### config.mk
export PLATFORM = sky130hd
export DESIGN_NAME = mse_reporter_flat
export DESIGN_NICKNAME = d
export VERILOG_FILES = /design/src/rtl/mse_reporter_pkg.sv /design/src/rtl/mse_reporter_if.sv /design/src/rtl/mse_reporter_tx_byte_pacer.sv /design/src/rtl/mse_reporter.sv /design/src/flat_wrapper.sv
export SDC_FILE = /design/constraint.sdc
export NUM_CORES = 1
export LEC_CHECK = 0
export CORE_MARGIN = 2
export CORE_UTILIZATION = 59
export CTS_CLUSTER_DIAMETER = 30
export DETAILED_ROUTE_END_ITERATION = 10
export DONT_BUFFER_PORTS = 1
export PLACE_DENSITY = 0.8
export SYNTH_ARGS = -nofsm -noshare
export SYNTH_HDL_FRONTEND = slang
export SYNTH_SLANG_ARGS = --single-unit
### constraint.sdc
create_clock -name clk -period 12.83 [get_ports clk]
set_clock_uncertainty 0.05 [all_clocks]
set_input_delay 1.283 -clock clk [delete_from_list [all_inputs] [get_ports clk]]
set_output_delay 1.283 -clock clk [all_outputs]
set_load 0.01 [all_outputs]
### src/rtl/mse_reporter_pkg.sv
// Shared types and constants for the MSE result reporter: FSM encoding,
// frame geometry and default header value.
package mse_reporter_pkg;

    localparam int          DEF_NUM_SYS    = 2;
    localparam int          DEF_DATA_W     = 64;
    localparam int          DEF_BYTE_GAP   = 8700;
    localparam logic [7:0]  DEF_HDR_BYTE   = 8'hA5;
    localparam int          BYTES_PER_WORD = DEF_DATA_W / 8;

    typedef enum logic [1:0] {
        IDLE = 2'd0,
        SEND = 2'd1,
        WAIT = 2'd2
    } state_e;

    // Header byte + payload bytes + trailing XOR checksum byte.
    function automatic int frame_len(input int num_sys, input int data_w);
        return 2 + num_sys * (data_w / 8);
    endfunction

endpackage

### src/rtl/mse_reporter_if.sv
// Result capture and UART byte-stream signals of the MSE reporter.
// The slave modport is the reporter side, the master modport the environment.
interface mse_reporter_if
    import mse_reporter_pkg::*;
#(
    parameter int NUM_SYS = DEF_NUM_SYS,
    parameter int DATA_W  = DEF_DATA_W
);
    logic                            start;
    logic [NUM_SYS-1:0][DATA_W-1:0]  mse_data;
    logic [NUM_SYS-1:0]              mse_valid;
    logic                            com_txvalid;
    logic [7:0]                      com_txdata;
    logic                            busy;
    logic                            overrun;

    modport master (
        output start, mse_data, mse_valid,
        input  com_txvalid, com_txdata, busy, overrun
    );

    modport slave (
        input  start, mse_data, mse_valid,
        output com_txvalid, com_txdata, busy, overrun
    );
endinterface

### src/rtl/mse_reporter_tx_byte_pacer.sv
// Inter-byte gap timer: loaded on each byte launch, o_done pulses BYTE_GAP-1
// cycles later so that launches land exactly BYTE_GAP cycles apart.
module tx_byte_pacer
    import mse_reporter_pkg::*;
#(
    parameter int BYTE_GAP = DEF_BYTE_GAP
) (
    input  logic clk,
    input  logic rst,
    input  logic i_launch,
    output logic o_done
);
    localparam int CNT_W = (BYTE_GAP > 2) ? $clog2(BYTE_GAP) : 1;

    logic [CNT_W-1:0] r_cnt;
    logic             r_active;

    // NOTE: sequential state uses non-blocking assignments so every register
    // samples the pre-edge values, independent of statement order.
    always_ff @(posedge clk or posedge rst) begin
        if (rst) begin
            r_cnt    <= '0;
            r_active <= 1'b0;
        end else if (i_launch) begin
            r_cnt    <= CNT_W'(BYTE_GAP - 2);
            r_active <= 1'b1;
        end else if (r_active) begin
            if (r_cnt == '0) r_active <= 1'b0;
            else             r_cnt    <= r_cnt - CNT_W'(1);
        end
    end

    assign o_done = r_active && (r_cnt == '0);

endmodule

### src/rtl/mse_reporter.sv
// Captures one MSE word per system, snapshots a full set and streams it as a
// framed, XOR-checksummed byte sequence paced for a ready-less UART.
module mse_reporter
    import mse_reporter_pkg::*;
#(
    parameter int         NUM_SYS  = DEF_NUM_SYS,
    parameter int         DATA_W   = DEF_DATA_W,
    parameter int         BYTE_GAP = DEF_BYTE_GAP,
    parameter logic [7:0] HDR_BYTE = DEF_HDR_BYTE
) (
    input  logic              clk,
    input  logic              rst,
    mse_reporter_if.slave     bus
);
    localparam int FLEN  = frame_len(NUM_SYS, DATA_W);
    localparam int IDX_W = $clog2(FLEN);
    localparam int PAY_W = NUM_SYS * DATA_W;
    localparam logic [IDX_W-1:0] LAST_IDX = IDX_W'(FLEN - 1);

    localparam logic [1:0] S_IDLE = IDLE;
    localparam logic [1:0] S_SEND = SEND;
    localparam logic [1:0] S_WAIT = WAIT;

    logic [NUM_SYS-1:0][DATA_W-1:0] r_cap;
    logic [NUM_SYS-1:0][DATA_W-1:0] r_snap;
    logic [NUM_SYS-1:0]             r_flag;
    logic                           r_overrun;
    logic [1:0]                     r_state;
    logic [IDX_W-1:0]               r_byte_idx;
    logic [7:0]                     r_last_byte;

    logic             w_consume;
    logic             w_gap_done;
    logic [PAY_W-1:0] w_flat;
    logic [7:0]       w_csum;
    logic [7:0]       w_byte;

    assign w_consume = (r_state == S_IDLE) && (&r_flag);

    // NOTE: the capture words are reset along with the flags, so a frame can
    // never carry stale power-up contents, even though flags gate their use.
    always_ff @(posedge clk or posedge rst) begin
        if (rst) begin
            r_cap     <= '0;
            r_flag    <= '0;
            r_overrun <= 1'b0;
        end else begin
            for (int i = 0; i < NUM_SYS; i++) begin
                if (bus.start) begin
                    r_flag[i] <= 1'b0;
                end else if (bus.mse_valid[i]) begin
                    r_cap[i]  <= bus.mse_data[i];
                    r_flag[i] <= 1'b1;
                end else if (w_consume) begin
                    r_flag[i] <= 1'b0;
                end
            end
            if (bus.start)
                r_overrun <= 1'b0;
            else if (|(bus.mse_valid & r_flag & ~{NUM_SYS{w_consume}}))
                r_overrun <= 1'b1;
        end
    end

    // Sys0 occupies the most significant bytes so payload is MSB-first in order.
    // NOTE: every always_comb output gets a default first, so no path can
    // leave a value held and infer a latch.
    always_comb begin
        w_flat = '0;
        w_csum = '0;
        w_byte = HDR_BYTE;
        for (int i = 0; i < NUM_SYS; i++)
            w_flat[(NUM_SYS-1-i)*DATA_W +: DATA_W] = r_snap[i];
        for (int p = 0; p < PAY_W / 8; p++)
            w_csum = w_csum ^ w_flat[8*p +: 8];
        if (r_byte_idx == LAST_IDX)
            w_byte = w_csum;
        else if (r_byte_idx != '0)
            w_byte = w_flat[PAY_W - 8*int'(r_byte_idx) +: 8];
    end

    always_ff @(posedge clk or posedge rst) begin
        if (rst) begin
            r_state     <= S_IDLE;
            r_snap      <= '0;
            r_byte_idx  <= '0;
            r_last_byte <= '0;
        end else begin
            case (r_state)
                S_IDLE: if (w_consume) begin
                    r_snap     <= r_cap;
                    r_byte_idx <= '0;
                    r_state    <= S_SEND;
                end
                S_SEND: begin
                    r_last_byte <= w_byte;
                    r_state     <= S_WAIT;
                end
                S_WAIT: if (w_gap_done) begin
                    if (r_byte_idx == LAST_IDX) begin
                        r_state <= S_IDLE;
                    end else begin
                        r_byte_idx <= r_byte_idx + IDX_W'(1);
                        r_state    <= S_SEND;
                    end
                end
                default: r_state <= S_IDLE;
            endcase
        end
    end

    tx_byte_pacer #(.BYTE_GAP(BYTE_GAP)) u_pacer (
        .clk      (clk),
        .rst      (rst),
        .i_launch (r_state == S_SEND),
        .o_done   (w_gap_done)
    );

    // Outside SEND the data line repeats the last launched byte.
    assign bus.com_txvalid = (r_state == S_SEND);
    assign bus.com_txdata  = (r_state == S_SEND) ? w_byte : r_last_byte;
    assign bus.busy        = (r_state != S_IDLE);
    assign bus.overrun     = r_overrun;

endmodule

### src/flat_wrapper.sv
// flat-port wrapper written by rule: the top's interface ports become plain ports
module mse_reporter_flat import mse_reporter_pkg::*;
#(
    parameter int         NUM_SYS  = DEF_NUM_SYS,
    parameter int         DATA_W   = DEF_DATA_W,
    parameter int         BYTE_GAP = DEF_BYTE_GAP,
    parameter logic [7:0] HDR_BYTE = DEF_HDR_BYTE
)
  (clk, rst, bus_start, bus_mse_data, bus_mse_valid, bus_com_txvalid, bus_com_txdata, bus_busy, bus_overrun);
  mse_reporter_if #(.NUM_SYS(NUM_SYS), .DATA_W(DATA_W)) bus_i ();
  input  logic clk;
  input  logic rst;
  input wire logic [$bits(bus_i.start)-1:0] bus_start;
  input wire logic [$bits(bus_i.mse_data)-1:0] bus_mse_data;
  input wire logic [$bits(bus_i.mse_valid)-1:0] bus_mse_valid;
  output wire logic [$bits(bus_i.com_txvalid)-1:0] bus_com_txvalid;
  output wire logic [$bits(bus_i.com_txdata)-1:0] bus_com_txdata;
  output wire logic [$bits(bus_i.busy)-1:0] bus_busy;
  output wire logic [$bits(bus_i.overrun)-1:0] bus_overrun;
  assign bus_i.start = bus_start;
  assign bus_i.mse_data = bus_mse_data;
  assign bus_i.mse_valid = bus_mse_valid;
  assign bus_com_txvalid = bus_i.com_txvalid;
  assign bus_com_txdata = bus_i.com_txdata;
  assign bus_busy = bus_i.busy;
  assign bus_overrun = bus_i.overrun;
  mse_reporter #(.NUM_SYS(NUM_SYS), .DATA_W(DATA_W), .BYTE_GAP(BYTE_GAP), .HDR_BYTE(HDR_BYTE)) u_core (.clk(clk), .rst(rst), .bus(bus_i));
endmodule
# Yosys cells after proc, flatten, opt, wreduce, memory -nomap -nowiden
# Index checks and enable logic that the tools add are counted.
# word_totals
register_bits,289
# op_classes
reduce_logical,19
n_bitwise,19
n_mux,24
n_addsub,3
n_shift,1
eq_ne,7
# op_table
cell,count
128-bit by 32-bit variable part select with 8-bit output,1
8-bit bitwise XOR,15
14-bit 2-to-1 mux,3
8-bit 2-to-1 mux,3
5-bit 2-to-1 mux,3
14-bit logical NOT,1
14-bit by 1-bit subtractor with 14-bit output (second input constant),1
2-bit AND reduction,6
1-bit 2-to-1 mux,11
5-bit case mux with 2 select lines,1
8-bit by 8-bit subtractor with 9-bit output (first input constant),1
2-bit nonzero test,4
2-bit inequality test (second input constant),3
2-bit case mux with 3 select lines,1
3-bit nonzero test,2
5-bit by 1-bit adder with 5-bit output (second input constant),1
5-bit == test (second input constant),1
5-bit nonzero test,1
2-bit bitwise AND,2
2-bit 2-to-1 mux,2
4-bit AND reduction,1
2-bit by 1-bit == test with 1-bit output (second input constant),1
2-bit == test (second input constant),1
1-bit logical AND,2
other kinds (5),5

# Logic depth before layout (Yosys ltp)
# Gate-level depths: netlist of run 1.
# depth
ltp_word,17
depth_mapped,11
depth_no_buf,8

# Hierarchy
# From an unflattened synthesis of run 1, not the netlist that was laid out.
# unflattened
cells_unflattened,1013
hier_area_um2,13553.0
# modules_own_cells
mod,n_inst,cells_each,area_per_inst_um2
mse_reporter,1,921,12689.7
tx_byte_pacer,1,92,863.3

# Least setup slack after synthesis of run 1
# No wires, ideal clock.
# synth_path
path_type,register to output
from,register u_core.r_byte_idx[0]
to,output bus_com_txdata[1]
stages_incl_launch_ff,11
slack_ns,9.068
t_arrival_ns,2.429
path_buffers,3
required_time_ns,11.497
path_cell_list,dfrtp_1 -> clkbuf_1 -> inv_1 -> ha_1 -> clkbuf_1 -> buf_1 -> mux4_2 -> nand2_1 -> nand3_1 -> o211ai_1 -> nand2_1
# synth_via
elab_chain_cells,5
word_cells_on_any_way,7
cone_classes,add/sub (1); eq/ne (1); shift (1); mux (3); reduce/logical (1)
# synth_lines
item,line_no,source
"start, declared",mse_reporter.sv:29,logic [IDX_W-1:0] r_byte_idx;
"start signal, assigned",mse_reporter.sv:103,r_byte_idx <= r_byte_idx + IDX_W'(1);
8-bit by 8-bit subtractor with 9-bit output,mse_reporter.sv:79,w_byte = w_flat[PAY_W - 8*int'(r_byte_idx) +: 8];
128-bit by 32-bit variable part select with 8-bit output,mse_reporter.sv:79,
8-bit 2-to-1 mux,mse_reporter.sv:78,else if (r_byte_idx != '0)
8-bit 2-to-1 mux *,mse_reporter.sv:76,if (r_byte_idx == LAST_IDX)
8-bit 2-to-1 mux *,mse_reporter.sv:121,assign bus.com_txdata = (r_state == S_SEND) ? w_byte : r_last_byte;
"end, declared",flat_wrapper.sv:17,output wire logic [$bits(bus_i.com_txdata)-1:0] bus_com_txdata;
# Mark *: on every way between the ends. The rest lies on a longest branch, timed or not.

# Final worst setup path of run 1
# layout_path
from,register u_core.r_byte_idx[1]
to,output bus_com_txdata[5]
# The elaborated chain is that of the path after synthesis.

==> results.sh, run 1 <==
export IMPL_status="finished clean"
export IMPL_p_leak_nw=6.91
export IMPL_wire_per_inst_um=19.9
export IMPL_synth_area_um2=13200
export IMPL_endpoint="bus_com_txdata[5]"
export IMPL_hold_path_class="reg -> reg"
export IMPL_tightest_slew_ns=1.10
export IMPL_r2r_cells=8
export IMPL_worstSetupEndpointType="output pin"
export IMPL_dominantRegCellSynth="dfrtp_1"
export IMPL_critPathKind="reg -> out"
export IMPL_finalMaxSlewViolations=0
export IMPL_dp_cells=1469
export IMPL_reg2reg_to="u_core.r_last_byte[5]"
export IMPL_start_kind="flop"
export IMPL_grt_max_degree=137
export IMPL_synthAdderAreaFrac_pct=0.473
export IMPL_pwr_share_seq_pct=33.2
export IMPL_critPathMostFrequentCell="inv_1"
export IMPL_synth_seq_area_share_pct=54.7
export IMPL_crit_buf_inv=2
export IMPL_swShare_pct=35.6
export IMPL_cts_sinks=289
export IMPL_reg2reg_slack_ns=9.82
export IMPL_die_h_um=154
export IMPL_synth_xor_area_share_pct=9.22
export IMPL_synth_nets=1377
export IMPL_synth_mux_area_share_pct=14.8
export IMPL_vias=8999
export IMPL_layout_common_cells="nand2_1 (455), dfrtp_1 (289), mux2_2 (128)"
export IMPL_crit_fanout=21
export IMPL_die_w_um=154
export IMPL_finalCritPeriodShare_pct=36.5
export IMPL_h_tree_depth=2
export IMPL_period_needed_ns=4.69
export IMPL_startpoint="u_core.r_byte_idx[1]"
export IMPL_clk_pin_slew_ns=0.05
export IMPL_rows=54
export IMPL_grt_usage_pct=26.8
export IMPL_slowest_stage="ha_1"
export IMPL_regArea_um2=7230
export IMPL_post_cts_buffers=0
export IMPL_initial_core_util_pct=60.4
export IMPL_final_cells=1566
export IMPL_core_um2=21900
export IMPL_power_mw=4.49
export IMPL_area_growth_pct=15.8
export IMPL_clock_root_buffer="clkbuf_16"
export IMPL_synth_compound_area_share_pct=2.61
export IMPL_ant_nets=0
export IMPL_crit_required_ns=11.50
export IMPL_hold_ws_ns=0.409
export IMPL_globalplace_congestion=0.869
export IMPL_io_buffers=0
export IMPL_synthArstFlopShare_pct=100
export IMPL_maxCapViolCount=0
export IMPL_synth_top_family_by_area="simple AND/OR/NAND/NOR gates"
export IMPL_fmax_ghz=0.213
export IMPL_numCtsBuffers=53
export IMPL_p_int_mw=2.90
export IMPL_r2r_start="u_core.r_byte_idx[1]"
export IMPL_fill_cells=1562
export IMPL_die_area_um2=23600
export IMPL_drc_errors=0
export IMPL_firstDrtPassIters=5
export IMPL_netlist_instances=1239
export IMPL_clock_path_buffers=3
export IMPL_final_setup_tns_ns=0
export IMPL_antenna_found_initial=2
export IMPL_synth_simple_gate_area_share_pct=16.2
export IMPL_avgViaCountPerCell=5.75
export IMPL_layout_drive_gt1_share_pct=20.1
export IMPL_cpPeakStageDelay_ns=0.91
export IMPL_vdd_drop_max_uv=167
export IMPL_cp_top_family="adder cells"
export IMPL_ys_ff_latch=289
export IMPL_yosys_warnings=0
export IMPL_drtIter0Drc=704
export IMPL_critical_path_cell_chain="inv_1 > ha_1 > inv_1 > nor2_1 > a32oi_1 > nand4_1 > nand2_1 > o32a_1"
export IMPL_multi_input_area_um2=5750
export IMPL_synth_distinct_cells=44
export IMPL_io_pins=144
export IMPL_synth_edff_count=0
export IMPL_nets=1382
export IMPL_final_common_cell="nand2_1"
export IMPL_grt_pass1_vias=9414
export IMPL_hpwl_mm=20.2
export IMPL_synth_avg_cell_area_um2=10.7
export IMPL_path_depth=8
export IMPL_fin_ws_ns=8.14
export IMPL_p_switching_mw=1.60
export IMPL_finalHoldViolCount=0
export IMPL_max_slew_margin_pct=26.4
export IMPL_cellPowerDensity_nw_per_um2=294
export IMPL_cts_tree="built"
export IMPL_clockPowerShare_pct=31.7
export IMPL_dp_slack_ns=8.72
export IMPL_cts_hold_buffers=0
export IMPL_clk_latency_ns=0.56
export IMPL_finalSetupViolCount=0
export IMPL_totalWireLength_mm=31.1
export IMPL_grt_overflow_total=0
export IMPL_ctsResizeCount=0
export IMPL_pwr_share_comb_pct=35.1
export IMPL_rsz0062_at_grt="false"
export IMPL_grt_pass1_wl_mm=50.2
export IMPL_crit_arrival_ns=3.36
[worst min path at each step]
stage | from | to | cells after the start
5_1_grt | u_core.r_cap[10] | u_core.r_snap[10] | 2
3_5_place_dp | u_core.r_cap[118] | u_core.r_snap[118] | 2
4_1_cts | u_core.r_cap[80] | u_core.r_snap[80] | 2
2_1_floorplan | u_core.r_cap[0] | u_core.r_snap[0] | 2
6_report | u_core.r_cap[96] | u_core.r_snap[96] | 2
3_3_place_gp | u_core.r_cap[117] | u_core.r_snap[117] | 2
[kinds of logic (layout without fill, tap and decap cells)]
group / count (synthesis) / in the layout
AND/OR/NAND/NOR: 534 / 534
flip-flops: 289 / 289
adder cells (fa/ha/maj): 5 / 5
AO/OA/AOI/OAI: 48 / 48
multiplexers: 157 / 157
XOR/XNOR: 137 / 137
buffers and inverters: 69 / 115
other: 0 / 1
[power by group through the flow]
| stage | logic (mW) | registers [mW] | clock network [mW] |
|---|---|---|---|
| 2_1_floorplan | 1.31 | 1.36 | 0 |
| 3_3_place_gp | 1.52 | 1.47 | 0 |
| 3_5_place_dp | 1.56 | 1.48 | 0 |
| 4_1_cts | 1.59 | 1.48 | 1.44 |
| 5_1_grt | 1.74 | 1.52 | 1.48 |
| 6_report | 1.58 | 1.49 | 1.42 |
[final cells by class]
cell class	count	share of cell area (%)
Sequential cell	289	47.3
Multi-Input combinational cell	881	37.6
Clock buffer	62	9.35
Clock inverter	34	2.76
Tap cell	280	2.29
Timing Repair Buffer	8	0.393
Inverter	11	0.319
Antenna cell	1	0.0164
[per-layer routing]
metal	GRT usage, %	routed length [um]	vias to the layer above
met5	0	13	-
met3	6.57	2290	64
met1	37.7	13500	4535
li1	-	-	4095
met4	8.48	769	2
met2	41.8	14500	303
[cell usage after synthesis, drive strengths merged (6+ instances only)]
cell	count	area share, %
nand2	455	13
dfrtp	289	55
mux2	128	11
xnor2	120	8.1
clkbuf	51	1.4
nor2	23	0.65
nand3	20	0.76
mux4	18	3.1
xor2	17	1.1
inv	11	0.31
mux2i	11	0.83
o211ai	9	0.51
o21ai	8	0.36
a32oi	7	0.46
buf	7	0.25
nor3	7	0.27
a21oi	6	0.23
a22oi	6	0.34
[through the flow]
| stage | area [um^2] | utilization, % |
|---|---|---|
| after detailed placement | 13400 | 61.4 |
| after global placement | 13400 | 61.4 |
| after global routing | 15300 | 69.9 |
| final | 15300 | 69.9 |
| after floorplan | 13200 | - |
| after CTS | 15300 | 69.9 |
[worst min-delay path: cells and delay by family, from the launching register on]
| family | cells | cell delay, ns |
|---|---|---|
| flops | 1 | 0.33 |
| simple gates | 2 | 0.10 |
[sequential cells by signal, indices dropped and copies added (netlist names)]
name and count:
u_core.r_cap 128, u_core.u_pacer.r_cnt 14, u_core.r_last_byte 8, u_core.r_byte_idx 5
u_core.bus.overrun 1, u_core.r_state 2, u_core.r_snap 128, u_core.u_pacer.r_active 1
u_core.r_flag 2
Power figures use the tool's default switching activity.
==> inputs of run 2 (changes only) <==
--- a/config.mk
+++ b/config.mk
@@ -5,6 +5,7 @@
 export SDC_FILE = /design/constraint.sdc
 export NUM_CORES = 1
 export LEC_CHECK = 0
+export ABC_AREA = 1
 export CORE_MARGIN = 2
 export CORE_UTILIZATION = 59
 export CTS_CLUSTER_DIAMETER = 30
==> constraint.sdc (replaced) <==
create_clock -name clk -period 4.89 [get_ports clk]
set_clock_uncertainty 0.05 [all_clocks]
set_input_delay 0.489 -clock clk [delete_from_list [all_inputs] [get_ports clk]]
set_output_delay 0.489 -clock clk [all_outputs]
set_load 0.01 [all_outputs]
==> run 2 against run 1 <==
  * Non-clock buffer count up 3
  * Final cell count is 23% higher
  * Register-to-register slack got worse by 8.0 ns
  * Clock power grew to 2.6 times the previous value
  * Critical path depth increased by 1
  * Routed wire length is 18% higher
  * Core utilization fell by 1.7 points
  * Flip-flop and latch count unchanged
  * Worst hold slack got worse by 0.37 ns
  * First-iteration DRC count up 70%
  * Combinational power rose to 3.0 times the previous value
  * Synthesized area increased by 5.2%
==> results.sh, run 2 <==
export IMPL_synth_seq_area_share_pct=52.0
export IMPL_fill_cells=1769
export IMPL_final_common_cell="nand2_1"
export IMPL_grt_overflow_total=0
export IMPL_vdd_drop_max_uv=413
export IMPL_yosysMostFrequentCell="nand2_1"
export IMPL_synth_common_cells="nand2_1 (341), dfrtp_1 (289), inv_1 (151), o21ai_0 (150), nor2_1 (142)"
export IMPL_worstSetupEndpointType="output pin"
export IMPL_crit_fanout=43
export IMPL_io_pins=144
export IMPL_clock_path_buffers=3
export IMPL_clock_root_buffer="clkbuf_16"
export IMPL_wire_per_inst_um=19.1
export IMPL_numCtsBuffers=52
export IMPL_antenna_found_initial=0
export IMPL_area_growth_pct=14.5
export IMPL_synth_distinct_cells=35
export IMPL_io_buffers=0
export IMPL_hold_path_class="in -> reg"
export IMPL_grt_pass1_wl_mm=57.2
export IMPL_synth_avg_cell_area_um2=8.78
export IMPL_globalplace_congestion=0.955
export IMPL_synth_edff_count=0
export IMPL_synthArstFlopShare_pct=100
export IMPL_final_setup_tns_ns=0
export IMPL_synth_top_area_cell="dfrtp_1"
export IMPL_start_kind="flop"
export IMPL_tightest_slew_ns=1.13
export IMPL_layout_drive_gt1_share_pct=11.8
export IMPL_rows=56
export IMPL_finalMaxSlewViolations=0
export IMPL_core_um2=23300
export IMPL_die_area_um2=24800
export IMPL_reg_largest_list="u_core.r_cap x128, u_core.r_snap x128, u_core.u_pacer.r_cnt x14"
export IMPL_layout_common_cells="nand2_1 (339), dfrtp_1 (288), inv_1 (150), o21ai_0 (150), nor2_1 (142)"
export IMPL_dp_cells=1838
export IMPL_p_leak_nw=7.59
export IMPL_crit_arrival_ns=3.43
export IMPL_h_tree_depth=2
export IMPL_crit_required_ns=4.35
export IMPL_clk_latency_ns=0.56
export IMPL_clk_pin_slew_ns=0.05
export IMPL_ant_nets=0
export IMPL_maxCapViolCount=0
export IMPL_critPathKind="reg -> out"
export IMPL_initial_core_util_pct=59.6
export IMPL_firstDrtPassIters=5
export IMPL_avgViaCountPerCell=5.55
export IMPL_max_slew_margin_pct=24.8
export IMPL_ys_top_cells_by_area="dfrtp_1 (52%), nand2_1 (9.2%), o21ai_0 (5.4%), mux2_2 (4.8%), xnor2_1 (4.4%)"
export IMPL_status="finished clean"
export IMPL_rsz0062_at_grt="false"
export IMPL_yosys_warnings=0
export IMPL_netlist_instances=1585
export IMPL_nets=1713
export IMPL_hpwl_mm=25.2
export IMPL_vias=10700
export IMPL_synth_nets=1723
export IMPL_cts_tree="built"
export IMPL_drc_errors=0
export IMPL_final_cells=1934
export IMPL_die_h_um=158
export IMPL_fmax_ghz=0.252
export IMPL_cellPowerDensity_nw_per_um2=783
export IMPL_cts_sinks=289
export IMPL_synth_top_area_share_pct=52.0
export IMPL_synth_area_um2=13900
export IMPL_finalHoldViolCount=0
export IMPL_grt_usage_pct=30.3
export IMPL_drtIter0Drc=1195
export IMPL_ys_ff_latch=289
export IMPL_die_w_um=158
export IMPL_totalWireLength_mm=36.8
export IMPL_finalSetupViolCount=0
export IMPL_grt_max_degree=196
export IMPL_finalCritPeriodShare_pct=81.2
export IMPL_period_needed_ns=3.97
export IMPL_dominantRegCellSynth="dfrtp_1"
export IMPL_ctsResizeCount=0
export IMPL_grt_pass1_vias=10700
==> run 2: layer usage <==
metal / vias up / global-route usage, % / part of all wire [%]
met4: 0 / 11.3 / 3.4
met5: - / 0 / 0
li1: 5065 / - / -
met3: 87 / 5.70 / 7.1
met1: 5198 / 42.2 / 43
met2: 392 / 47.5 / 46
==> run 2: worst paths after layout <==
check | slack, ns | start | endpoint | cells after the start
max | 0.92 | u_core.r_byte_idx[0] | bus_com_txdata[1] | 9
min | 0.04 | bus_mse_data[28] | u_core.r_cap[28] | 1
max reg2reg | 1.82 | u_core.r_byte_idx[0] | u_core.r_last_byte[1] | 9
min reg2reg | 0.42 | u_core.r_cap[3] | u_core.r_snap[3] | 2
max in group asynchronous | 3.23 | rst | u_core.r_cap[48] | 3
min in group asynchronous | 0.52 | rst | u_core.u_pacer.r_cnt[7] | 3
==> run 2: layout make-up <==
class | count | area, um^2 | share of cell area, %
inverter | 161 | 611 | 3.83
antenna | 1 | 2.50 | 0.0157
timing repair buffer | 11 | 113 | 0.707
sequential | 289 | 7230 | 45.4
clock inverter | 30 | 412 | 2.59
multi-input combinational | 1060 | 5740 | 36.0
clock buffer | 63 | 1410 | 8.88
tap | 319 | 399 | 2.51
==> run 2: what timing repair did <==
| item | in CTS | in global routing |
|---|---|---|
| endpoints found under the hold margin | 95 | 0 |
| setup buffers | 0 | 0 |
| hold buffers | 2 | 0 |
==> run 2: critical path, stage by stage (launching register included) <==
cell      delay (ns)
dfrtp_2         0.40
inv_2           0.51
ha_1            0.38
xor2_4          0.54
inv_4           0.23
o211ai_2        0.13
nand3_1         0.09
nand2_1         0.16
a21oi_1         0.09
a21oi_1         0.34
==> run 2: logic make-up after synthesis <==
group                    after synthesis  synth area share (%)
adder cells (fa/ha/maj)                5                 0.450
flip-flops                           289                  52.0
buffers and inverters                236                  6.89
AND/OR/NAND/NOR                      568                  16.4
AO/OA/AOI/OAI                        314                  12.2
XOR/XNOR                             114                  7.31
multiplexers                          59                  4.78
==> run 2: where the power goes <==
| group | switching (mW) | internal, mW |
|---|---|---|
| clock | 1.22 | 2.48 |
| sequential | 0.914 | 3.13 |
| combinational | 2.90 | 1.82 |
==> run 2: metrics by stage <==
stage	instance area [um^2]	hold slack, ns	power (mW)	util [%]	worst slack, ns
final	15900	0.0407	12.5	68.2	0.917
after CTS	15900	0.0289	12.4	68.2	0.950
after global routing	15900	0.0254	13.2	68.2	0.696
after global placement	14100	0.399	8.47	60.3	1.58
after floorplan	13900	0.386	7.32	-	0.518
after detailed placement	14100	0.407	8.62	60.3	1.54
==> inputs of run 3 (changes only) <==
==> constraint.sdc (replaced) <==
create_clock -name clk -period 3.8 [get_ports clk]
set_clock_uncertainty 0.05 [all_clocks]
set_input_delay 0.38 -clock clk [delete_from_list [all_inputs] [get_ports clk]]
set_output_delay 0.38 -clock clk [all_outputs]
set_load 0.01 [all_outputs]
==> run 3 against run 2 <==
  * Flip-flop and latch count did not move
  * Clock power rose by 30%
  * Worst hold slack got worse by 0.039 ns
  * Highest routed layer unchanged
  * Sequential share of layout area fell by 3.4 points
  * Core utilization rose by 5.6 points
  * Final area rose by 8.2%
  * Setup slack got worse by 0.56 ns
  * Combinational power rose by 31%
  * Final cell count rose by 6.9%
  * Sequential power rose by 29%
  * Global-route usage rose by 2.5 points
==> results.sh, run 3 (synthesis gave the netlist of run 2 again) <==
export IMPL_regArea_um2=7230
export IMPL_fin_util_pct=73.8
export IMPL_swShare_pct=40.5
export IMPL_cts_tree="built"
export IMPL_finalMaxSlewViolations=0
export IMPL_cellPowerDensity_nw_per_um2=941
export IMPL_nets=1843
export IMPL_vdd_drop_max_uv=441
export IMPL_hp_start="bus_mse_data[96]"
export IMPL_final_cells=2067
export IMPL_finalHoldViolCount=0
export IMPL_fmax_ghz=0.291
export IMPL_cts_sinks=289
export IMPL_grt_pass1_vias=11500
export IMPL_worstSetupEndpointType="output pin"
export IMPL_p_leak_nw=8.13
export IMPL_critical_path_cell_chain="buf_4 > ha_1 > nand4_1 > inv_1 > nand3_1 > a21oi_1"
export IMPL_drtIter0Drc=1144
export IMPL_tightest_slew_ns=0.901
export IMPL_avgViaCountPerCell=5.59
export IMPL_pwr_share_comb_pct=38.0
export IMPL_wire_per_inst_um=19.3
export IMPL_firstDrtPassIters=5
export IMPL_pwr_share_seq_pct=32.1
export IMPL_holdPathEnd="u_core.r_cap[96]"
export IMPL_ctsResizeCount=0
export IMPL_core_um2=23300
export IMPL_initial_core_util_pct=59.6
export IMPL_power_mw=16.2
export IMPL_multi_input_area_um2=5740
export IMPL_start_kind="flop"
export IMPL_p_switching_mw=6.57
export IMPL_ant_nets=0
export IMPL_finalSetupViolCount=0
export IMPL_antenna_found_initial=0
export IMPL_grt_usage_pct=32.8
export IMPL_final_common_cell="nand2_1"
export IMPL_place_area_um2=14100
export IMPL_hold_depth=2
export IMPL_clk_pin_slew_ns=0.05
export IMPL_reg2reg_slack_ns=1.13
export IMPL_layout_drive_gt1_share_pct=11.3
export IMPL_clockPowerShare_pct=29.8
export IMPL_crit_fanout=92
export IMPL_period_needed_ns=3.44
export IMPL_r2r_cells=6
export IMPL_numCtsBuffers=51
export IMPL_finalCritPeriodShare_pct=90.5
export IMPL_grt_max_degree=171
export IMPL_io_pins=144
export IMPL_hpwl_mm=25.0
export IMPL_drc_errors=0
export IMPL_r2r_start="u_core.r_byte_idx[0]"
export IMPL_crit_required_ns=3.37
export IMPL_reg2reg_to="u_core.r_last_byte[1]"
export IMPL_cpPeakStageDelay_ns=0.63
export IMPL_h_tree_depth=2
export IMPL_layout_common_cells="nand2_1 (339), dfrtp_1 (288), inv_1 (150), o21ai_0 (150), nor2_1 (142)"
export IMPL_die_h_um=158
export IMPL_clock_path_buffers=3
export IMPL_p_int_mw=9.65
export IMPL_io_buffers=0
export IMPL_maxCapViolCount=0
export IMPL_status="finished clean"
export IMPL_grt_pass1_wl_mm=62.0
export IMPL_antennaDiodeCount=0
export IMPL_final_area_um2=17200
export IMPL_clock_root_buffer="clkbuf_16"
export IMPL_rsz0062_at_grt="false"
export IMPL_totalWireLength_mm=39.9
export IMPL_hold_path_class="in -> reg"
export IMPL_grt_overflow_total=0
export IMPL_slowest_stage="buf_4"
export IMPL_clk_latency_ns=0.55
export IMPL_fill_cells=1506
export IMPL_rows=56
export IMPL_max_slew_margin_pct=39.9
export IMPL_reg_largest_list="u_core.r_cap x128, u_core.r_snap x128, u_core.u_pacer.r_cnt x14"
export IMPL_crit_arrival_ns=3.01
export IMPL_dp_cells=1844
export IMPL_area_growth_pct=23.8
export IMPL_die_area_um2=24800
export IMPL_vias=11600
export IMPL_critPathKind="reg -> out"
export IMPL_globalplace_congestion=0.957
export IMPL_die_w_um=158
-- run 3: cell count changes in the layout (fill, tap and decap cells not counted) --
cell           change
bufinv_16          +1
inv_16             -1
clkbuf_8           -1
clkinv_4           -1
clkbuf_16          -2
clkbuf_1           +2
buf_12             +1
buf_4              +5
dlygate4sd3_1    +125
clkinv_2           -4
diode_2            -1
clkinvlp_4         +3
inv_6              +6
-- run 3: through the flow --
stage          hold WS (ns)  setup TNS, ns  setup WS [ns]
3_5_place_dp          0.177              0          0.978
3_3_place_gp          0.174              0           1.03
2_1_floorplan         0.386        -133.86         -0.463
4_1_cts              0.0117              0          0.394
5_1_grt             0.00127              0          0.124
6_report            0.00208              0          0.360
-- run 3: power groups by stage --
| stage | Sequential (mW) | Combinational, mW | Clock [mW] |
|---|---|---|---|
| finish | 5.21 | 6.17 | 4.84 |
| global route | 5.27 | 6.87 | 4.99 |
| CTS | 5.15 | 6.06 | 4.83 |
| detailed placement | 5.16 | 5.87 | 0 |
| global placement | 5.15 | 5.69 | 0 |
| floorplan | 4.69 | 4.74 | 0 |
-- run 3: cell type report --
cell class	instances	share of cell area (%)
repair buffers	142	8.25
flip-flops and latches	289	42.0
well taps	319	2.32
multi-input cells	1060	33.3
clock buffers	62	7.88
inverters	161	3.54
clock inverters	34	2.72
-- run 3: how the worst max path moves through the flow --
stage / start / endpoint / slack (ns) / depth (start not counted)
floorplan: rst / u_core.bus.overrun / -0.46 / 1
global placement: u_core.r_byte_idx[0] / bus_com_txdata[0] / 1.03 / 6
detailed placement: u_core.r_byte_idx[1] / bus_com_txdata[1] / 0.98 / 9
CTS: u_core.r_byte_idx[1] / bus_com_txdata[1] / 0.39 / 9
global route: u_core.r_byte_idx[1] / bus_com_txdata[1] / 0.12 / 9
finish: u_core.r_byte_idx[0] / bus_com_txdata[1] / 0.36 / 6
-- run 3: layer usage --
| layer | vias up | GRT usage, % | wire [um] |
|---|---|---|---|
| met5 | - | 0 | 0 |
| met4 | 0 | 11.5 | 1380 |
| met3 | 100 | 5.45 | 2840 |
| met2 | 457 | 54.3 | 19400 |
| met1 | 5640 | 43.9 | 16300 |
| li1 | 5353 | - | - |
-- run 3: worst max-delay path: cells and delay by family (launching register included) --
kind / cells / cell delay [ns]
buffers and inverters: 2 / 0.98
AND/OR/NAND/NOR: 2 / 0.42
AO/OA/AOI/OAI: 1 / 0.39
flip-flops: 1 / 0.38
adder cells (fa/ha/maj): 1 / 0.26
-- run 3: what timing repair did --
item                      in CTS  in global routing
hold buffers                 126                  1
hold endpoints to repair     134                  1
buffers inserted               0                  0
